File: src/rtl/ram_window_reader_if.sv
// rtl/ram_window_reader_if.sv - handshake and bus bundle for ram_window_reader
//
// Purpose: groups the control, RAM read and pixel stream signals of the window
// reader so they can be passed as one port.
// Signals:
//   start, base_addr                 control in (word address of byte 0)
//   busy, done, err                  status out
//   ram_rd, ram_addr                 RAM read request out
//   ram_data_out, ram_data_valid     RAM read return in
//   pix_data, pix_valid, pix_ready   byte stream with valid/ready handshake
//   pix_ch, pix_row, pix_col         coordinates of pix_data
//   pix_eol, pix_last                end of row / end of window markers
// Modports: master = reader side, slave = environment side.
interface ram_window_reader_if #(
  parameter int BAND = 64,
  parameter int AW   = 10,
  parameter int CHW  = 2,
  parameter int ROWW = 2,
  parameter int COLW = 5
);
  logic            start;
  logic [AW-1:0]   base_addr;
  logic            busy;
  logic            done;
  logic            err;
  logic            ram_rd;
  logic [AW-1:0]   ram_addr;
  logic [BAND-1:0] ram_data_out;
  logic            ram_data_valid;
  logic [7:0]      pix_data;
  logic            pix_valid;
  logic            pix_ready;
  logic [CHW-1:0]  pix_ch;
  logic [ROWW-1:0] pix_row;
  logic [COLW-1:0] pix_col;
  logic            pix_eol;
  logic            pix_last;

  modport master (
    input  start, base_addr, ram_data_out, ram_data_valid, pix_ready,
    output busy, done, err, ram_rd, ram_addr,
           pix_data, pix_valid, pix_ch, pix_row, pix_col, pix_eol, pix_last
  );

  modport slave (
    output start, base_addr, ram_data_out, ram_data_valid, pix_ready,
    input  busy, done, err, ram_rd, ram_addr,
           pix_data, pix_valid, pix_ch, pix_row, pix_col, pix_eol, pix_last
  );
endinterface

File: src/rtl/ram_window_reader.sv
// rtl/ram_window_reader.sv - read-side initiator streaming a CHANNELS x ROWS x COLS byte window
//
// Purpose: fetches the window stored contiguously from base_addr in a packed byte
// RAM (LANES = BAND/8 bytes per word, byte idx = c*ROWS*COLS + r*COLS + col,
// lane = idx % LANES), unpacks each word and streams bytes in ch/row/col order.
// Ports:
//   clk   clock
//   rst   asynchronous reset, active-high
//   bus   ram_window_reader_if.master (control, RAM read port, pixel stream)
// Optional feature: define RAM_READER_TIMEOUT_EN to abort with err when the RAM
// does not answer within TIMEOUT_CYC wait cycles; otherwise err is tied 0.
module ram_window_reader #(
  parameter int BAND        = 64,
  parameter int DEPTH       = 1024,
  parameter int CHANNELS    = 4,
  parameter int ROWS        = 3,
  parameter int COLS        = 18,
  parameter int TIMEOUT_CYC = 16
) (
  input logic                 clk,
  input logic                 rst,
  ram_window_reader_if.master bus
);
  localparam int LANES   = BAND / 8;
  localparam int AW      = $clog2(DEPTH);
  localparam int LW      = (LANES > 1) ? $clog2(LANES) : 1;
  localparam int N_BYTES = CHANNELS * ROWS * COLS;
  localparam int BW      = $clog2(N_BYTES + 1);
  localparam int CHW     = (CHANNELS > 1) ? $clog2(CHANNELS) : 1;
  localparam int ROWW    = (ROWS > 1) ? $clog2(ROWS) : 1;
  localparam int COLW    = (COLS > 1) ? $clog2(COLS) : 1;

  typedef enum logic [2:0] {S_IDLE, S_REQ, S_WAIT, S_EMIT, S_DONE} state_t;

  state_t          r_state, w_next;
  logic [AW-1:0]   r_base, r_word_idx;
  logic [BW-1:0]   r_byte_idx;
  logic [LW-1:0]   r_lane;
  logic [CHW-1:0]  r_ch;
  logic [ROWW-1:0] r_row;
  logic [COLW-1:0] r_col;
  logic [BAND-1:0] r_buf;

  logic            w_accept, w_hs, w_final, w_word_end, w_timeout;
  logic            w_ram_rd, w_pix_valid, w_busy, w_done;
  logic [AW:0]     w_sum;
  logic [AW-1:0]   w_addr;

  assign w_accept   = (r_state == S_IDLE) && bus.start;
  assign w_hs       = (r_state == S_EMIT) && bus.pix_ready;
  assign w_final    = (r_byte_idx == BW'(N_BYTES - 1));
  // A word is finished after its top lane, or early on the last byte of the window
  // (the remaining lanes of the last word are discarded).
  assign w_word_end = (r_lane == LW'(LANES - 1)) || w_final;

  // Address wraps modulo DEPTH, also for non power-of-two depths.
  assign w_sum  = {1'b0, r_base} + {1'b0, r_word_idx};
  assign w_addr = (w_sum >= (AW+1)'(DEPTH)) ? AW'(w_sum - (AW+1)'(DEPTH)) : w_sum[AW-1:0];

`ifdef RAM_READER_TIMEOUT_EN
  localparam int TW = $clog2(TIMEOUT_CYC + 1);
  logic [TW-1:0] r_tcnt;
  logic          r_err;

  assign w_timeout = (r_state == S_WAIT) && !bus.ram_data_valid &&
                     (r_tcnt == TW'(TIMEOUT_CYC - 1));
  assign bus.err   = r_err;

  always_ff @(posedge clk or posedge rst) begin
    if (rst) begin
      r_tcnt <= '0;
      r_err  <= 1'b0;
    end else begin
      if (w_accept)       r_err <= 1'b0;
      else if (w_timeout) r_err <= 1'b1;
      r_tcnt <= (r_state == S_WAIT) ? r_tcnt + 1'b1 : '0;
    end
  end
`else
  // Timeout disabled: WAIT blocks until the RAM answers.
  assign w_timeout = 1'b0 && (TIMEOUT_CYC > 0);
  assign bus.err   = 1'b0;
`endif

  always_ff @(posedge clk or posedge rst) begin
    if (rst) r_state <= S_IDLE;
    else     r_state <= w_next;
  end

  always_comb begin
    w_next      = r_state;
    w_ram_rd    = 1'b0;
    w_pix_valid = 1'b0;
    w_busy      = 1'b0;
    w_done      = 1'b0;
    unique case (r_state)
      S_IDLE: if (bus.start) w_next = S_REQ;
      S_REQ: begin
        w_ram_rd = 1'b1;
        w_busy   = 1'b1;
        w_next   = S_WAIT;
      end
      S_WAIT: begin
        w_busy = 1'b1;
        if (bus.ram_data_valid) w_next = S_EMIT;
        else if (w_timeout)     w_next = S_IDLE;
      end
      S_EMIT: begin
        w_busy      = 1'b1;
        w_pix_valid = 1'b1;
        if (w_hs && w_word_end) w_next = w_final ? S_DONE : S_REQ;
      end
      S_DONE: begin
        w_done = 1'b1;
        w_next = S_IDLE;
      end
      default: w_next = S_IDLE;
    endcase
  end

  always_ff @(posedge clk or posedge rst) begin
    if (rst) begin
      r_base     <= '0;
      r_word_idx <= '0;
      r_byte_idx <= '0;
      r_lane     <= '0;
      r_ch       <= '0;
      r_row      <= '0;
      r_col      <= '0;
      r_buf      <= '0;
    end else begin
      if (w_accept) begin
        r_base     <= bus.base_addr;
        r_word_idx <= '0;
        r_byte_idx <= '0;
        r_lane     <= '0;
        r_ch       <= '0;
        r_row      <= '0;
        r_col      <= '0;
      end
      // Words start on a lane-0 boundary because the window begins at byte 0 of base_addr.
      if ((r_state == S_WAIT) && bus.ram_data_valid) begin
        r_buf  <= bus.ram_data_out;
        r_lane <= '0;
      end
      if (w_hs) begin
        r_byte_idx <= r_byte_idx + 1'b1;
        r_lane     <= r_lane + 1'b1;
        if (w_word_end && !w_final) r_word_idx <= r_word_idx + 1'b1;
        if (r_col == COLW'(COLS - 1)) begin
          r_col <= '0;
          if (r_row == ROWW'(ROWS - 1)) begin
            r_row <= '0;
            r_ch  <= (r_ch == CHW'(CHANNELS - 1)) ? '0 : r_ch + 1'b1;
          end else begin
            r_row <= r_row + 1'b1;
          end
        end else begin
          r_col <= r_col + 1'b1;
        end
      end
    end
  end

  assign bus.busy      = w_busy;
  assign bus.done      = w_done;
  assign bus.ram_rd    = w_ram_rd;
  assign bus.ram_addr  = w_ram_rd ? w_addr : '0;
  assign bus.pix_valid = w_pix_valid;
  assign bus.pix_data  = w_pix_valid ? r_buf[{r_lane, 3'b000} +: 8] : 8'h00;
  assign bus.pix_ch    = r_ch;
  assign bus.pix_row   = r_row;
  assign bus.pix_col   = r_col;
  assign bus.pix_eol   = w_pix_valid && (r_col == COLW'(COLS - 1));
  assign bus.pix_last  = w_pix_valid && w_final;
endmodule

File: src/flat_wrapper.sv
// flat-port wrapper written by rule: the top's interface ports become plain ports
module ram_window_reader_flat 
#(
  parameter int BAND        = 64,
  parameter int DEPTH       = 1024,
  parameter int CHANNELS    = 4,
  parameter int ROWS        = 3,
  parameter int COLS        = 18,
  parameter int TIMEOUT_CYC = 16
)
  (clk, rst, bus_start, bus_base_addr, bus_ram_data_out, bus_ram_data_valid, bus_pix_ready, bus_busy, bus_done, bus_err, bus_ram_rd, bus_ram_addr, bus_pix_data, bus_pix_valid, bus_pix_ch, bus_pix_row, bus_pix_col, bus_pix_eol, bus_pix_last);
  ram_window_reader_if #(.BAND(BAND), .AW(10), .CHW(2), .ROWW(2), .COLW(5)) bus_i ();
  input logic clk;
  input logic rst;
  input wire logic [$bits(bus_i.start)-1:0] bus_start;
  input wire logic [$bits(bus_i.base_addr)-1:0] bus_base_addr;
  input wire logic [$bits(bus_i.ram_data_out)-1:0] bus_ram_data_out;
  input wire logic [$bits(bus_i.ram_data_valid)-1:0] bus_ram_data_valid;
  input wire logic [$bits(bus_i.pix_ready)-1:0] bus_pix_ready;
  output wire logic [$bits(bus_i.busy)-1:0] bus_busy;
  output wire logic [$bits(bus_i.done)-1:0] bus_done;
  output wire logic [$bits(bus_i.err)-1:0] bus_err;
  output wire logic [$bits(bus_i.ram_rd)-1:0] bus_ram_rd;
  output wire logic [$bits(bus_i.ram_addr)-1:0] bus_ram_addr;
  output wire logic [$bits(bus_i.pix_data)-1:0] bus_pix_data;
  output wire logic [$bits(bus_i.pix_valid)-1:0] bus_pix_valid;
  output wire logic [$bits(bus_i.pix_ch)-1:0] bus_pix_ch;
  output wire logic [$bits(bus_i.pix_row)-1:0] bus_pix_row;
  output wire logic [$bits(bus_i.pix_col)-1:0] bus_pix_col;
  output wire logic [$bits(bus_i.pix_eol)-1:0] bus_pix_eol;
  output wire logic [$bits(bus_i.pix_last)-1:0] bus_pix_last;
  assign bus_i.start = bus_start;
  assign bus_i.base_addr = bus_base_addr;
  assign bus_i.ram_data_out = bus_ram_data_out;
  assign bus_i.ram_data_valid = bus_ram_data_valid;
  assign bus_i.pix_ready = bus_pix_ready;
  assign bus_busy = bus_i.busy;
  assign bus_done = bus_i.done;
  assign bus_err = bus_i.err;
  assign bus_ram_rd = bus_i.ram_rd;
  assign bus_ram_addr = bus_i.ram_addr;
  assign bus_pix_data = bus_i.pix_data;
  assign bus_pix_valid = bus_i.pix_valid;
  assign bus_pix_ch = bus_i.pix_ch;
  assign bus_pix_row = bus_i.pix_row;
  assign bus_pix_col = bus_i.pix_col;
  assign bus_pix_eol = bus_i.pix_eol;
  assign bus_pix_last = bus_i.pix_last;
  ram_window_reader #(.BAND(BAND), .DEPTH(DEPTH), .CHANNELS(CHANNELS), .ROWS(ROWS), .COLS(COLS), .TIMEOUT_CYC(TIMEOUT_CYC)) u_core (.clk(clk), .rst(rst), .bus(bus_i));
endmodule
File: config.mk
export PLATFORM = sky130hd
export DESIGN_NAME = ram_window_reader_flat
export DESIGN_NICKNAME = d
export VERILOG_FILES = /design/src/rtl/ram_window_reader_if.sv /design/src/rtl/ram_window_reader.sv /design/src/flat_wrapper.sv
export SDC_FILE = /design/constraint.sdc
export NUM_CORES = 1
export LEC_CHECK = 0
export ABC_AREA = 0
export CAP_MARGIN = 40
export CORE_MARGIN = 10
export CORE_UTILIZATION = 56
export CTS_CLUSTER_SIZE = 30
export DETAILED_ROUTE_END_ITERATION = 10
export PLACE_DENSITY = 0.95
export SYNTH_ARGS = -nofsm -noshare
export SYNTH_HDL_FRONTEND = slang
export SYNTH_SLANG_ARGS = --single-unit
File: constraint.sdc
create_clock -name clk -period 5.3 [get_ports clk]
set_input_delay 1.06 -clock clk [delete_from_list [all_inputs] [get_ports clk]]
set_output_delay 1.06 -clock clk [all_outputs]
set_load 0.02 [all_outputs]
==> flow_summary_export.csv <==
group,metric,value,unit
routing,final_antenna_net_count,0,
yosys,syn_inst,453,
timing,setup_viol,0,
setup_path,worstSetupPathType,"reg2out",
grt,globalRoute.totalOverflow,0,
floorplanning,io-pin-count,113,
cts,max_root_sink_buffers,2,
setup_path,worstSetupStartpointType,"flop",
routing,drt_iter0_drc,178,
power,worst_ir_drop_vdd,349.0,uV
setup_path,setup.worst_path.end_class,"primary output",
yosys,synthesis.nets,549,
timing,slew_headroom,44.04,%
floorplanning,floorplan.die.height,119.0,um
placement,detailed_place_hpwl,9.912,mm
timing,fin_crit_sh,76.03,%
finish,number_of_nets_at_the_end_of_the_flow,652,
placement,post-place-cells,678,
finish,stdcell_area,0.006872,mm2
timing,drv_slew,0,
floorplanning,fp.dieW,119.0,um
finish,area_growth_from_synthesis_to_layout,25.16,%
power,p_leak,2.875,nW
cts,tritoncts_num_sinks,107,
timing,tightestPinTransition,839.3,ps
timing,max_clock_freq,0.2482,GHz
setup_path,top_delay_family_on_crit_path,"compound AO/OA/AOI/OAI gates",
flow_run,maxCapViolations,0,
grt,grt_start_max_net_pins,68,
timing,tns,0,ps
cts,clock_latency,390,ps
finish,regArea,0.002678,mm2
finish,share_of_final_layout_standard_cells_stronger_than_drive_strength_1,11.59,%
yosys,synthesis.area,0.005490,mm2
outcome,status,"complete, no violations",
routing,avgViaCountPerCell,5.703,
grt,met2_usage,35.24,%
timing,post-route-min-period,4029,ps
grt,grtUsageTotal,19.28,%
timing,grt_setup_unrepaired,"false",
timing,hold_viol,0,
cts,clock_tree_from_tritoncts,"built",
floorplanning,design.core.area,0.009639,mm2
cts,cts_max_level,3,
finish,filler_cell_count,690,
floorplanning,die-area,0.01416,mm2
finish,postLayoutCoreUtil,71.29,%
cts,cts.root.buffer_cell,"sky130_fd_sc_hd__clkbuf_8",
placement,place.gp.congestion,0.8627,
setup_path,cpMaxStageDelayCell,"sky130_fd_sc_hd__clkdlybuf4s50_1",
setup_path,path_cells,"ha_1 > inv_1 > fa_1 > nor2b_1 > o31a_1 > o41a_1 > o21ai_1 > nor3b_1 > clkdlybuf4s50_1",
grt,vias_in_the_first_global_route,4486,
cts,cts_resized,0,
routing,via_count,3958,
grt,routing_usage_on_met1,20.21,%
setup_path,crit_required,4240,ps
yosys,ys_seq_elements,107,
placement,placed_cell_area,0.006674,mm2
cts,clk_transition_reported_paths,100,ps
timing,fin_worst_hold_slack,494.5,ps
floorplanning,floorplan.initialDensity,56.96,%
placement,place_ws,1693,ps
grt,global_route.peak_usage_layer,"met2",
power,power_density,450.1,mW/mm2
setup_path,arrival,2970,ps
routing,finalWirelength,13.27,mm
yosys,synth-edff-count,0,
finish,finalNonFillerCells,694,
routing,route.detailed.wl_per_inst,19.12,um
yosys,ys_seq_area_share,48.77,%
yosys,async_reset_ff_share,100.0,%
yosys,yosysUniqueCellTypes,56,
power,design_power_total,3.093,mW
yosys,syn_area_per_cell,12.12,um2
grt,met3_capacity_usage_during_global_routing,8.314,%
grt,grt_pass1_wl,22.47,mm
yosys,synth.yosys.warnings,0,
setup_path,timing.critical_path.slowest_cell_delay,640,ps
setup_path,path_max_fanout,5,
routing,drt_drc_violations_left,0,
cts,post_cts.repair.setup_buffers,0,
finish,multiInputGateArea,0.002595,mm2
timing,finClkSkew,17.84,ps
placement,port_buffers,111,
finish,antennaDiodeCount,0,
min_path,worstHoldPathType,"reg2reg",
yosys,synth_flop_cell,"sky130_fd_sc_hd__dfrtp_1",
timing,setup_ws,1271,ps
grt,antenna_violations_before_repair,0,
cts,cts_hold_repair.buffers,0,
cts,cts-buffers-inserted,9,
routing,firstDrtPassIters,5,
floorplanning,std_cell_rows,36,
setup_path,cp.buffers_inverters,2,
## cell usage after synthesis, types with 4 or more instances
cell type | instances | area share, %
sky130_fd_sc_hd__dfrtp_1 | 107 | 49
sky130_fd_sc_hd__mux2_1 | 50 | 10
sky130_fd_sc_hd__nand2_1 | 48 | 3.3
sky130_fd_sc_hd__nor2_1 | 26 | 1.8
sky130_fd_sc_hd__o21ai_1 | 17 | 1.5
sky130_fd_sc_hd__ha_1 | 16 | 3.6
sky130_fd_sc_hd__mux4_2 | 16 | 6.6
sky130_fd_sc_hd__nand3_1 | 15 | 1.4
sky130_fd_sc_hd__inv_1 | 14 | 0.96
sky130_fd_sc_hd__mux2_2 | 14 | 2.9
sky130_fd_sc_hd__mux2i_1 | 10 | 1.8
sky130_fd_sc_hd__o21ai_0 | 8 | 0.73
sky130_fd_sc_hd__a21oi_1 | 7 | 0.64
sky130_fd_sc_hd__buf_2 | 7 | 0.64
sky130_fd_sc_hd__buf_6 | 7 | 1.4
sky130_fd_sc_hd__nand4_1 | 7 | 0.80
sky130_fd_sc_hd__o31ai_1 | 7 | 0.96
sky130_fd_sc_hd__buf_4 | 6 | 0.82
sky130_fd_sc_hd__nor3_1 | 6 | 0.55
sky130_fd_sc_hd__o211ai_1 | 4 | 0.55
sky130_fd_sc_hd__xor2_1 | 4 | 0.64
## worst reg2reg max path: stages, from the launching register on
cell,delay (ps)
sky130_fd_sc_hd__dfrtp_1,870
sky130_fd_sc_hd__ha_1,280
sky130_fd_sc_hd__ha_1,270
sky130_fd_sc_hd__nand4_1,110
sky130_fd_sc_hd__or3_1,480
sky130_fd_sc_hd__o311ai_4,280
sky130_fd_sc_hd__o41ai_2,120
## report_power, final
part | internal, mW | switching (mW)
Sequential | 1.12 | 0.252
Clock | 0.187 | 0.313
Combinational | 0.690 | 0.532
Total | 2.00 | 1.10
## cell type report
class	instances	share of cell area [%]
timing repair buffer	116	17.17
multi-input combinational	308	37.76
clock buffer	10	1.857
sequential	107	38.97
clock inverter	6	1.020
tap	133	2.422
inverter	14	0.8012
## cells in the final DEF, fill, tap and decap left out, types with 3 or more instances in the layout
cell and count:
sky130_fd_sc_hd__o211ai_1 4, sky130_fd_sc_hd__xor2_1 4, sky130_fd_sc_hd__a21oi_1 7, sky130_fd_sc_hd__mux4_2 16, sky130_fd_sc_hd__o31ai_1 7, sky130_fd_sc_hd__or3_1 3, sky130_fd_sc_hd__a21o_1 3, sky130_fd_sc_hd__o21ai_0 8
sky130_fd_sc_hd__nor2_1 26, sky130_fd_sc_hd__nand4_1 7, sky130_fd_sc_hd__a31oi_1 3, sky130_fd_sc_hd__clkdlybuf4s50_1 111, sky130_fd_sc_hd__nand2_1 48, sky130_fd_sc_hd__nand3_1 15, sky130_fd_sc_hd__nor2b_1 3, sky130_fd_sc_hd__o21a_1 3
sky130_fd_sc_hd__mux2_1 50, sky130_fd_sc_hd__nor3_1 6, sky130_fd_sc_hd__ha_1 16, sky130_fd_sc_hd__mux2_2 14, sky130_fd_sc_hd__clkbuf_8 9, sky130_fd_sc_hd__dfrtp_1 107, sky130_fd_sc_hd__mux2i_1 10, sky130_fd_sc_hd__inv_1 13
sky130_fd_sc_hd__o21ai_1 17
## path summary, 6_finish.rpt
kind	start	to	slack [ps]	depth (start not counted)
max	u_core.r_word_idx[0]	bus_ram_addr[8]	1270	9
min	u_core.r_buf[27]	u_core.r_buf[27]	490	1
max reg2reg	u_core.r_lane[1]	u_core.r_word_idx[9]	2770	6
min reg2reg	u_core.r_buf[27]	u_core.r_buf[27]	490	1
max in group asynchronous	rst	u_core.r_buf[12]	3030	3
min in group asynchronous	rst	u_core.r_buf[6]	1170	2
## state kept, by name, indices dropped and copies added (netlist names), 3 cells and up
name                flops
u_core.r_lane           3
u_core.r_byte_idx       8
u_core.r_word_idx      10
u_core.r_buf           64
u_core.r_base          10
u_core.r_state          3
u_core.bus.pix_col      5
## kinds of logic (layout without fill, tap and decap cells)
logic type	after synthesis	after routing	synth area share (%)
xor+xnor	6	6	0.9571
compound gates	64	64	7.931
flops	107	107	48.77
fa+ha+maj	17	17	4.011
mux	90	90	21.51
buf+inv	38	146	4.125
simple gates	130	130	12.63
other cells	1	1	0.06830
## per-layer routing
layer	routed length (um)	vias up	share of wire [%]
li1	-	1844	-
met1	4929	1992	37
met2	7140	112	54
met3	1086	10	8.2
met4	112	0	0.84
met5	0	-	0
Note: power is estimated with default switching activity, not from simulation.
